<file path="config.mk">
export PLATFORM = sky130hd
export DESIGN_NAME = program_loader
export DESIGN_NICKNAME = d
export VERILOG_FILES = /design/src/rtl/cpu_pkg.sv /design/src/rtl/program_loader_word_assembler.sv /design/src/rtl/program_loader.sv
export SDC_FILE = /design/constraint.sdc
export NUM_CORES = 1
export LEC_CHECK = 0
export ABC_AREA = 1
export CAP_MARGIN = 20
export CORE_ASPECT_RATIO = 0.6
export CORE_MARGIN = 3
export CORE_UTILIZATION = 40
export DETAILED_ROUTE_END_ITERATION = 12
export GPL_ROUTABILITY_DRIVEN = 0
export PLACE_DENSITY = 0.68
export SLEW_MARGIN = 40
export SYNTH_ARGS = -nofsm -noshare
export SYNTH_HDL_FRONTEND = slang
export SYNTH_HIERARCHICAL = 1
export SYNTH_SLANG_ARGS = --single-unit
</file>
<file path="constraint.sdc">
create_clock -name i_clk -period 1.8 [get_ports i_clk]
set_input_delay 0.36 -clock i_clk [delete_from_list [all_inputs] [get_ports i_clk]]
set_output_delay 0.36 -clock i_clk [all_outputs]
set_load 0.05 [all_outputs]
</file>
<file path="src/rtl/cpu_pkg.sv">
// cpu_pkg
// Definitions shared by the CPU top, the instruction RAM and the boot-time
// program loader: the default instruction word and RAM address widths, the
// loader state encoding, and a helper that derives bytes-per-word.
// No ports (package).

package cpu_pkg;

   localparam int INSTR_W_DEF = 32;
   localparam int ADDR_W_DEF  = 8;

   // CHK is part of the shared encoding even when the checksum stage is
   // compiled out, so every build agrees on the state numbering.
   typedef enum logic [2:0] {
      IDLE  = 3'd0,
      HDR   = 3'd1,
      DATA  = 3'd2,
      WRITE = 3'd3,
      CHK   = 3'd4,
      DONE  = 3'd5,
      ERR   = 3'd6
   } loaderState_t;

   function automatic int bytesPerWord(input int instrW);
      return instrW / 8;
   endfunction

endpackage

</file>
<file path="src/rtl/program_loader_word_assembler.sv">
// word_assembler
// Shifts incoming bytes MSB-first into an instruction word and flags the
// byte that completes the word.
// Ports:
//   i_clk       system clock, rising edge
//   i_pc_reset  synchronous active-high reset
//   i_clear     synchronous clear of word and byte counter (new load/header)
//   i_shift     accept i_byte this cycle
//   i_byte      incoming byte
//   o_word      assembled word (holds after completion until the next shift)
//   o_wordValid high in the cycle the BPW-th byte of a word is being accepted

module word_assembler
   import cpu_pkg::*;
#(
   parameter int INSTR_W = INSTR_W_DEF
) (
   input  logic               i_clk,
   input  logic               i_pc_reset,
   input  logic               i_clear,
   input  logic               i_shift,
   input  logic [7:0]         i_byte,
   output logic [INSTR_W-1:0] o_word,
   output logic               o_wordValid
);

   localparam int BPW   = bytesPerWord(INSTR_W);
   localparam int CNT_W = (BPW > 1) ? $clog2(BPW) : 1;

   logic [CNT_W-1:0]   r_byteCount;
   logic [INSTR_W-1:0] r_word;

   // The completing byte is recognised combinationally so the FSM can move
   // to WRITE on the same edge that stores it.
   always_comb begin
      o_wordValid = i_shift && (r_byteCount == CNT_W'(BPW - 1));
   end

   // Shift left by a byte so the first byte received ends up most significant;
   // the counter rolls back to zero once a word is complete.
   always_ff @(posedge i_clk) begin
      if (i_pc_reset || i_clear) begin
         r_word      <= '0;
         r_byteCount <= '0;
      end else if (i_shift) begin
         r_word <= (r_word << 8) | INSTR_W'(i_byte);
         if (o_wordValid) begin
            r_byteCount <= '0;
         end else begin
            r_byteCount <= r_byteCount + 1'b1;
         end
      end
   end

   assign o_word = r_word;

endmodule

</file>
<file path="src/rtl/program_loader.sv">
// program_loader
// Boot-time loader in front of the CPU top. Receives a byte stream
// (header N, then N words MSB-first, then optionally a checksum byte),
// writes the words to instruction RAM from address 0 and releases the CPU
// (o_cpu_run) once the image is complete.
// Optional feature: define CHECKSUM_EN to require a trailing XOR checksum
// byte covering every accepted byte including the header.
// Ports:
//   i_clk        system clock, rising edge
//   i_pc_reset   synchronous active-high reset
//   i_start      single-cycle pulse starting a load (ignored while busy)
//   i_in_valid   input byte valid
//   i_in_data    input byte
//   o_in_ready   a byte can be accepted this cycle
//   o_mem_we     instruction RAM write strobe, one cycle per word
//   o_mem_addr   instruction RAM write address
//   o_mem_wdata  instruction word to write
//   o_cpu_run    CPU released to execute
//   o_busy       load in progress
//   o_done       sticky, load completed
//   o_error      sticky, load aborted on a format error

module program_loader
   import cpu_pkg::*;
#(
   parameter int INSTR_W = INSTR_W_DEF,
   parameter int ADDR_W  = ADDR_W_DEF
) (
   input  logic               i_clk,
   input  logic               i_pc_reset,
   input  logic               i_start,
   input  logic               i_in_valid,
   input  logic [7:0]         i_in_data,
   output logic               o_in_ready,
   output logic               o_mem_we,
   output logic [ADDR_W-1:0]  o_mem_addr,
   output logic [INSTR_W-1:0] o_mem_wdata,
   output logic               o_cpu_run,
   output logic               o_busy,
   output logic               o_done,
   output logic               o_error
);

   localparam logic [31:0] DEPTH = 32'd1 << ADDR_W;

   loaderState_t       r_state;
   loaderState_t       w_nextState;
   logic [7:0]         r_wordCount;
   logic [ADDR_W-1:0]  r_addr;
   logic               w_transfer;
   logic               w_startAccepted;
   logic               w_badCount;
   logic               w_lastWord;
   logic               w_shift;
   logic               w_clearAsm;
   logic               w_wordValid;
   logic [INSTR_W-1:0] w_word;
`ifdef CHECKSUM_EN
   logic [7:0]         r_xor;
`endif

   // Handshake qualifiers and header sanity. The depth test is done in 32
   // bits so a count equal to the full RAM depth is still legal.
   always_comb begin
      w_transfer      = i_in_valid && o_in_ready;
      w_startAccepted = i_start && ((r_state == IDLE) || (r_state == DONE) || (r_state == ERR));
      w_badCount      = (i_in_data == 8'd0) || ({24'd0, i_in_data} > DEPTH);
      w_lastWord      = (32'(r_addr) + 32'd1) == {24'd0, r_wordCount};
      w_shift         = (r_state == DATA) && w_transfer;
      w_clearAsm      = w_startAccepted || ((r_state == HDR) && w_transfer);
   end

   word_assembler #(
      .INSTR_W (INSTR_W)
   ) u_wordAssembler (
      .i_clk       (i_clk),
      .i_pc_reset  (i_pc_reset),
      .i_clear     (w_clearAsm),
      .i_shift     (w_shift),
      .i_byte      (i_in_data),
      .o_word      (w_word),
      .o_wordValid (w_wordValid)
   );

   // State register.
   always_ff @(posedge i_clk) begin
      if (i_pc_reset) begin
         r_state <= IDLE;
      end else begin
         r_state <= w_nextState;
      end
   end

   // Next-state and Moore outputs. done/error/cpu_run are sticky simply by
   // staying in DONE/ERR; leaving either (reset or start) drops them.
   always_comb begin
      w_nextState = r_state;
      o_in_ready  = 1'b0;
      o_mem_we    = 1'b0;
      o_busy      = 1'b0;
      o_done      = 1'b0;
      o_error     = 1'b0;
      o_cpu_run   = 1'b0;
      case (r_state)
         IDLE: begin
            if (i_start) w_nextState = HDR;
         end
         HDR: begin
            o_in_ready = 1'b1;
            o_busy     = 1'b1;
            if (w_transfer) w_nextState = w_badCount ? ERR : DATA;
         end
         DATA: begin
            o_in_ready = 1'b1;
            o_busy     = 1'b1;
            if (w_wordValid) w_nextState = WRITE;
         end
         WRITE: begin
            o_mem_we = 1'b1;
            o_busy   = 1'b1;
            if (w_lastWord) begin
`ifdef CHECKSUM_EN
               w_nextState = CHK;
`else
               w_nextState = DONE;
`endif
            end else begin
               w_nextState = DATA;
            end
         end
`ifdef CHECKSUM_EN
         CHK: begin
            o_in_ready = 1'b1;
            o_busy     = 1'b1;
            if (w_transfer) w_nextState = (i_in_data == r_xor) ? DONE : ERR;
         end
`endif
         DONE: begin
            o_done    = 1'b1;
            o_cpu_run = 1'b1;
            if (i_start) w_nextState = HDR;
         end
         ERR: begin
            o_error = 1'b1;
            if (i_start) w_nextState = HDR;
         end
         default: w_nextState = IDLE;
      endcase
   end

   // Word count and write address. A new load restarts at address 0; the
   // address advances after every write, so it points at the next free slot.
   always_ff @(posedge i_clk) begin
      if (i_pc_reset) begin
         r_wordCount <= '0;
         r_addr      <= '0;
      end else begin
         if (w_startAccepted) begin
            r_addr <= '0;
         end else if (r_state == WRITE) begin
            r_addr <= r_addr + 1'b1;
         end
         if ((r_state == HDR) && w_transfer) begin
            r_wordCount <= i_in_data;
         end
      end
   end

`ifdef CHECKSUM_EN
   // Running XOR over every accepted byte from the header onwards; in CHK it
   // is compared before the checksum byte itself is folded in.
   always_ff @(posedge i_clk) begin
      if (i_pc_reset || w_startAccepted) begin
         r_xor <= '0;
      end else if (w_transfer) begin
         r_xor <= r_xor ^ i_in_data;
      end
   end
`endif

   assign o_mem_addr  = r_addr;
   assign o_mem_wdata = w_word;

endmodule
</file>
==> metrics, run 1 <==
Final Hold Viols=0; largest net degree at the start of global routing=39; Storage cell area=1070 µm²; CTS Sinks=53; mapped cell area=2610 µm²; MaxCap Viol Count=0; library cells used by synthesis=24; WP data required=2.04 ns; number of buffers added on ports=57; Root Buffer=clkbuf_8; Multi-input gate area=1280 µm²; vias per cell=4.54; Min Hold Slack=0.477 ns; Rel. slew slack=0.723; die area=7570 µm²; Worst Setup End Kind=register; total wire length=6540 µm; leak pwr=1.51 nW; die height=68.6 µm; Antenna Violating Nets Remaining=0; largest area contributor in the netlist=dfxtp_1; Peak VDD IR=0.832 mV; Area Growth Syn to Fin=35.4%; Synth Flop Type=dfxtp_1; ys async rst share=0; syn_nets=423; Rows=22; clock skew=0.00436 ns; grt ovf=0; first-pass GRT wire length=10600 µm; Sum Neg Setup Slack=0 ns; proportion of layout cells with a drive suffix above 1=0.238; post-layout util=0.569; synth top area cells=dfxtp_1 41%, nand2_1 17%, nor2_1 13%, inv_1 8.9%, nand3_1 3.8%; Avg Inst Size Synth=6.39 µm²; setup ws final=0.0736 ns; Worst-Margin Slew=0.412 ns; vias=2595; Hold Path Class=register to register; data arrival time of the critical path=1.96 ns; Max Fclk=579 MHz; Core ar.=6220 µm²; count leader, synth=nand2_1; Inst Count DP=557; Crit Path Category=register to register; cts bufs inserted=5; DRC viols=0; RSZ-0062 raised after global routing=yes; n_diodes=0; type of origin of the critical path=register; crit path time final=1.73 ns; Pre-Repair DR Iteration Count=5; Ys Warns=6; H-Tree Depth=2; Clock Path Buffers=2; status=complete, no violations; CTS tree=yes; Setup Viol. Count Final=0; worst-path fanout max=5; register area share after synthesis=0.406; vias in the first global route=2261; Tcrit/Tclk final=0.959; Post-DP HPWL=4820 µm; gr usage total=0.180; Iter 0 DRT Violations=128; wire per inst=11.5 µm; initial antenna violation count=0; Post-synth top cells=119 x nand2_1, 88 x nor2_1, 62 x inv_1, 53 x dfxtp_1, 20 x nand3_1; filler cell count=626; Clk Latency, worst-skew pair=0.31 ns; cell count after synthesis=409; final net count=500; I/O pins=58; Initial Util=0.420; Yosys top cell area share=0.406; Die X=110 µm; number of enable flip-flop cells after synthesis=0; post-route insts no fill=571; synthesized flop and latch total=53; Pins Over Slew Limit=0; pwr dens=1220 nW/µm²; Worst-path clk slew=0.10 ns; Setup WS pre-CTS=-0.226 ns
report_power, final:
group | total (mW) | internal (mW) | switching (mW)
Clock | 0.675 | 0.275 | 0.400
Combinational | 2.20 | 0.854 | 1.35
Sequential | 1.43 | 1.32 | 0.102
Total | 4.31 | 2.45 | 1.85
logic make-up (layout without fill, tap and decap cells):
kind of cell	after synthesis	after routing	share of synthesized area
compound gates	33	33	0.0694
fa+ha+maj	2	2	0.00958
flops	53	53	0.406
simple gates	243	244	0.384
buf+inv	78	155	0.131
metal layers:
| metal | up-vias | global-route usage | wire length (µm) |
|---|---|---|---|
| met3 | 5 | 0.0530 | 525 |
| met1 | 1140 | 0.260 | 3310 |
| met5 | - | 0 | 0 |
| met4 | 0 | 0.0369 | 53 |
| li1 | 1385 | - | - |
| met2 | 65 | 0.264 | 2660 |
through the flow:
stage               power (mW)  instance area [µm²]
CTS                       4.23                 3470
detailed placement        3.47                 3330
global placement          3.44                 3330
global route              4.61                 3540
floorplan                 2.79                 2620
finish                    4.31                 3540
critical path, stage by stage (launching register included):
cell	delay, ns
dfxtp_4	0.38
ha_4	0.28
inv_2	0.03
nand2_1	0.04
nand2_1	0.05
nor2_1	0.09
nand3_1	0.11
nor2_1	0.12
nand2_1	0.07
nor2_2	0.15
nand3_2	0.12
nand2_2	0.09
nand2_2	0.05
a21oi_2	0.10
flip-flops by register name, indices dropped and copies added, names as in the netlist:
register / flops
o_mem_addr: 8
r_wordCount: 8
r_state: 3
u_wordAssembler/o_word: 32
u_wordAssembler/r_byteCount: 2
path summary, 6_finish.rpt:
path,from,end,slack [ns],depth (start not counted)
hold reg to reg,u_wordAssembler/o_word[27],u_wordAssembler/o_word[27],0.48,2
hold / removal,u_wordAssembler/o_word[27],u_wordAssembler/o_word[27],0.48,2
setup reg to reg,o_mem_addr[1],r_state[2],0.07,13
setup / recovery,o_mem_addr[1],r_state[2],0.07,13
placed cells by master, fill, tap and decap left out, types with 2 or more instances in the layout:
master             n
a211oi_1           2
a21oi_1           18
a21oi_2            2
buf_12             8
buf_4             63
clkbuf_8           5
clkdlybuf4s50_1   11
clkinvlp_4         2
dfxtp_1           49
dfxtp_2            3
inv_1             59
inv_2              5
nand2_1          112
nand2_2            8
nand2_4            2
nand3_1           20
nand4_1            2
nor2_1            83
nor2_2             7
nor2_4             6
nor4_1             2
o21ai_0            9
repair_timing:
item                                    in CTS  in global routing
pin swaps                                    2                  6
gates cloned                                 1                  0
endpoints found under the setup margin      36                 43
setup buffers                                3                  2
hold buffers                                 0                  0
resized for setup                            4                 20
final cells by class:
class | instances | area share
clock buffer | 6 | 0.0205
timing repair buffer | 83 | 0.213
sequential | 53 | 0.302
clock inverter | 2 | 0.00424
inverter | 64 | 0.0679
multi-input combinational | 279 | 0.362
tap | 84 | 0.0297
(Power assumes the default switching activity.)
==> run 2, diff against run 1 <==
CORE_UTILIZATION = 45   (was 40)
PLACE_DENSITY = 0.75   (was 0.68)
TNS_END_PERCENT = 1   (was default)
==> run 2 against run 1 <==
Clock-buffer cell count fell by 1. First-iteration DRC count is 38% higher. Worst setup slack worse by 0.0062 ns. Sequential share of layout area grew 0.59 points. Non-clock buffer count down 7. Clock skew increased by 0.00091 ns. Fmax is 0.36% lower. Critical endpoint is now o_busy.
==> metrics, run 2 (synthesis results as in run 1) <==
cts bufs inserted=5; die height=65.0 µm; Root Buffer=clkbuf_8; RSZ-0062 raised after global routing=yes; wire per inst=12.1 µm; Max Fclk=577 MHz; die area=6790 µm²; MaxCap Viol Count=0; Core ar.=5330 µm²; Tcrit/Tclk final=0.963; commonest non-fill, non-tap cell in the layout=nand2_1; vias=2630; Final Hold Viols=0; most frequent cells in the layout=116 x nand2_1, 82 x nor2_1, 60 x inv_1, 58 x buf_4, 49 x dfxtp_1; Worst Setup End Kind=primary output; grt ovf=0; gr usage total=0.194; Iter 0 DRT Violations=177; initial antenna violation count=0; pwr dens=1230 nW/µm²; Clk Latency, worst-skew pair=0.31 ns; number of buffers added on ports=57; data arrival time of the critical path=1.37 ns; Clock Path Buffers=2; Worst-Margin Slew=0.473 ns; WP data required=1.44 ns; total wire length=6720 µm; final net count=493; CTS tree=yes; clock skew=0.00527 ns; vias in the first global route=2266; Initial Util=0.490; Peak VDD IR=0.532 mV; type of origin of the critical path=register; I/O pins=58; Crit Path Category=register to primary output; status=complete, no violations; Area Growth Syn to Fin=32.8%; Antenna Violating Nets Remaining=0; DRC viols=0; Die X=104 µm; Post-DP HPWL=4910 µm; filler cell count=499; proportion of layout cells with a drive suffix above 1=0.227; largest net degree at the start of global routing=48; crit path time final=1.73 ns; worst-path fanout max=4; n_diodes=0; hold_buf cts=0; Setup Viol. Count Final=0; Rows=20; leak pwr=1.48 nW; H-Tree Depth=2; CTS Sinks=53; Rel. slew slack=0.682; first-pass GRT wire length=10600 µm; Pins Over Slew Limit=0; max FFs per register=32; setup ws final=0.0674 ns; Setup WS pre-CTS=-0.189 ns; Pre-Repair DR Iteration Count=4; vias per cell=4.72; Hold Path Class=register to register; post-layout util=0.651; Worst-path clk slew=0.10 ns
==> run 2: critical path, stage by stage, from the launching register on <==
cell	delay, ns
dfxtp_1	0.32
inv_1	0.05
nand2_1	0.08
nor2_2	0.13
inv_1	0.08
buf_4	0.15
nand2_1	0.10
buf_12	0.14
==> run 2: what timing repair did <==
action | CTS | global route
buffers inserted | 0 | 2
endpoints found under the setup margin | 35 | 41
gates resized for setup | 3 | 18
pin swaps | 12 | 5
cloned | 0 | 1
==> run 2: path summary, 6_finish.rpt <==
check / startpoint / endpoint / slack (ns) / depth (start not counted)
setup reg to reg: o_mem_addr[1] / r_state[2] / 0.08 / 13
setup / recovery: r_state[1] / o_busy / 0.07 / 7
hold / removal: u_wordAssembler/o_word[30] / u_wordAssembler/o_word[30] / 0.48 / 2
hold reg to reg: u_wordAssembler/o_word[30] / u_wordAssembler/o_word[30] / 0.48 / 2
==> run 2: cell type report <==
| class | instances | area [µm²] | area share |
|---|---|---|---|
| timing repair buffer | 76 | 686 | 0.198 |
| sequential | 53 | 1070 | 0.308 |
| multi-input combinational | 279 | 1280 | 0.370 |
| clock buffer | 5 | 68.8 | 0.0198 |
| inverter | 64 | 240 | 0.0692 |
| clock inverter | 3 | 25.0 | 0.00721 |
| tap | 77 | 96.3 | 0.0278 |
==> run 2: per-stage QoR <==
step	hold WS (ns)	total power, mW	std cells	setup TNS, ns	cell area (µm²)
2_1_floorplan	0.429	2.79	409	-0.00161	2620
3_3_place_gp	0.458	3.41	546	-4.75	3270
4_1_cts	0.480	4.16	554	-0.132	3380
3_5_place_dp	0.465	3.44	546	-5.20	3270
5_1_grt	0.493	4.59	557	-0.324	3470
6_report	0.476	4.28	557	0	3470
==> run 2: report_power, final <==
| group | internal (mW) | total [mW] | switching (mW) |
|---|---|---|---|
| clock network | 0.282 | 0.713 | 0.431 |
| registers | 1.32 | 1.43 | 0.107 |
| logic | 0.799 | 2.14 | 1.34 |
| total | 2.41 | 4.28 | 1.87 |
==> run 2: routing by layer <==
layer  track usage  part of all wire  vias up
li1              -                 -     1364
met1         0.288              0.52     1184
met2         0.282              0.41       77
met3        0.0408             0.067        5
met4        0.0498            0.0063        0
met5             0                 0        -
==> run 3, diff against run 2 <==
--- a/config.mk
+++ b/config.mk
@@ -13,3 +13,2 @@
 export DETAILED_ROUTE_END_ITERATION = 12
-export GPL_ROUTABILITY_DRIVEN = 0
 export PLACE_DENSITY = 0.75
==> constraint.sdc (replaced) <==
create_clock -name i_clk -period 1.8 [get_ports i_clk]
set_input_delay 0.27 -clock i_clk [delete_from_list [all_inputs] [get_ports i_clk]]
set_output_delay 0.27 -clock i_clk [all_outputs]
set_load 0.05 [all_outputs]
==> run 3 against run 2 <==
Non-clock buffer count fell by 2. Worst hold slack got worse by 0.0033 ns. Clock-buffer cell count rose by 1. Core utilization rose by 1.4 points. Fmax fell by 2.8%. Clock power rose by 14%. Design area rose by 2.1%. Critical path depth rose by 6. Critical path type is now register to register. Largest cell class unchanged.
==> metrics, run 3 (synthesis results as in run 1) <==
status=complete, no violations; final net count=491; CTS Sinks=53; H-Tree Depth=2; type of origin of the critical path=register; Worst-Margin Slew=0.536 ns; Int Pwr=2.53 mW; vias in the first global route=2220; setup ws final=0.0181 ns; clock skew=0.0107 ns; Antenna Violating Nets Remaining=0; Worst Setup End Kind=register; grt met1 use=0.289; post-layout util=0.665; Storage cell area=1070 µm²; worst-path fanout max=4; met3 GRT Util=0.0597; Area Growth Syn to Fin=35.6%; R2R setup slack=0.02 ns; Core ar.=5330 µm²; largest net degree at the start of global routing=69; Critical Path Most Common Cell=nand2_1; Crit Path Category=register to register; r2r startpoint=o_mem_addr[1]; Hold Path Class=register to register; design area=3540 µm²; Iter 0 DRT Violations=157; data arrival time of the critical path=2.01 ns; wire per inst=11.7 µm; vias=2566; sw frac=0.417; max FFs per register=32; Clock Path Buffers=2; r2r worst-path depth=13; Critical Path Slowest Stage Cell=dfxtp_4; first-pass GRT wire length=10600 µm; placed cell area=3320 µm²; proportion of layout cells with a drive suffix above 1=0.161; gr busiest metal=met1; Post-DP HPWL=4680 µm; hold path endpoint=u_wordAssembler/o_word[28]; crit-path cells=ha_4 -> inv_1 -> nand2_1 -> nand2_1 -> nor2_1 -> nand3_1 -> nor2_1 -> nand2_1 -> nor2_2 -> nand3_2 -> nand2_2 -> nand2_1 -> a21oi_2; Seq pwr share=0.329; Sw Pwr=1.81 mW; Pre-Repair DR Iteration Count=5; GPL Wtd Cong=0.871; Clk pwr share=0.187; critical path's top delay family=simple AND/OR/NAND/NOR gates; Multi-input gate area=1260 µm²; commonest non-fill, non-tap cell in the layout=nand2_1; Rows=20; MaxCap Viol Count=0; Tcrit/Tclk final=0.990; die height=65.0 µm; Rel. slew slack=0.642; Pins Over Slew Limit=0; Root Buffer=clkbuf_8; vias per cell=4.62; hold depth=2; met2 Resource Use GR=0.268; Setup WS pre-CTS=-0.109 ns; Die X=104 µm; DRC viols=0; CTS tree=yes; Clk Latency, worst-skew pair=0.30 ns; n_diodes=0; Worst-path clk slew=0.09 ns; WP data required=2.03 ns; pwr dens=1230 nW/µm²; HP Start=u_wordAssembler/o_word[28]; Logic pwr share=0.485; crit path time final=1.78 ns; total wire length=6510 µm; CP peak stage delay=0.37 ns; RSZ-0062 raised after global routing=yes; number of buffers added on ports=57; initial antenna violation count=0; grt ovf=0; I/O pins=58; Min Hold Slack=0.473 ns; gr usage total=0.193; Setup Viol. Count Final=0; Worst Path Buf+Inv=1; die area=6790 µm²; Initial Util=0.490; Peak VDD IR=0.667 mV; leak pwr=1.66 nW; R2R Path End=r_state[0]; Final Hold Viols=0; most frequent cells in the layout=116 x nand2_1, 85 x nor2_1, 62 x inv_1, 50 x dfxtp_1, 34 x buf_4; Max Fclk=561 MHz; filler cell count=474; cts bufs inserted=5
==> run 3: cell types whose count changed in the layout (fill, tap and decap cells not counted), moves of 2 or more <==
cell / before / now
buf_4: 58 / 34
dlymetal6s2s_1: 0 / 12
clkdlybuf4s50_1: 11 / 20
nor2_1: 82 / 85
inv_1: 60 / 62
inv_2: 4 / 2
nor2_2: 8 / 6
==> run 3: metrics by stage <==
stage	power (mW)	std cells	TNS, ns
6_report	4.34	555	0
5_1_grt	4.65	555	-0.337
4_1_cts	4.26	552	-0.195
3_5_place_dp	3.44	544	-2.87
3_3_place_gp	3.41	544	-1.27
2_1_floorplan	2.79	409	0
==> run 3: per-layer routing <==
layer / routed length (µm) / part of all wire / vias up
li1: - / - / 1362
met1: 3440 / 0.53 / 1118
met2: 2510 / 0.39 / 81
met3: 521 / 0.080 / 5
met4: 38 / 0.0058 / 0
met5: 0 / 0 / -
==> run 3: area by class of cell <==
type	count	share of cell area
clock inverter	2	0.0110
sequential	53	0.301
tap	77	0.0272
timing repair buffer	74	0.216
multi-input combinational	279	0.356
clock buffer	6	0.0205
inverter	64	0.0678
==> run 3: power by group through the flow <==
stage	combinational, mW	sequential, mW	clock (mW)
2_1_floorplan	1.05	1.74	0
3_3_place_gp	1.96	1.45	0
3_5_place_dp	1.99	1.45	0
4_1_cts	2.00	1.43	0.834
5_1_grt	2.32	1.45	0.886
6_report	2.11	1.43	0.810
==> run 3: worst max-delay path by stage <==
stage,to,slack [ns],start,cells after the start
final,r_state[0],0.02,o_mem_addr[1],13
after CTS,u_wordAssembler/o_word[26],-0.03,r_state[1],10
after detailed placement,u_wordAssembler/o_word[26],-0.11,i_in_valid,8
after floorplan,r_state[0],0.01,o_mem_addr[2],10
after global routing,r_state[0],-0.14,o_mem_addr[1],13
after global placement,r_state[2],-0.06,i_in_valid,12
==> run 3: repair_timing <==
item	4_1_cts	5_1_grt
gates cloned	0	1
resized for setup	2	22
hold buffers	0	0
buffers inserted	0	2
endpoints found under the hold margin	0	0
setup endpoints to repair	34	50
pin swaps	14	7
==> run 3: worst min-delay path, delay by kind of cell, from the launching register on <==
kind	cells	cell delay, ns
flops	1	0.32
simple gates	2	0.13
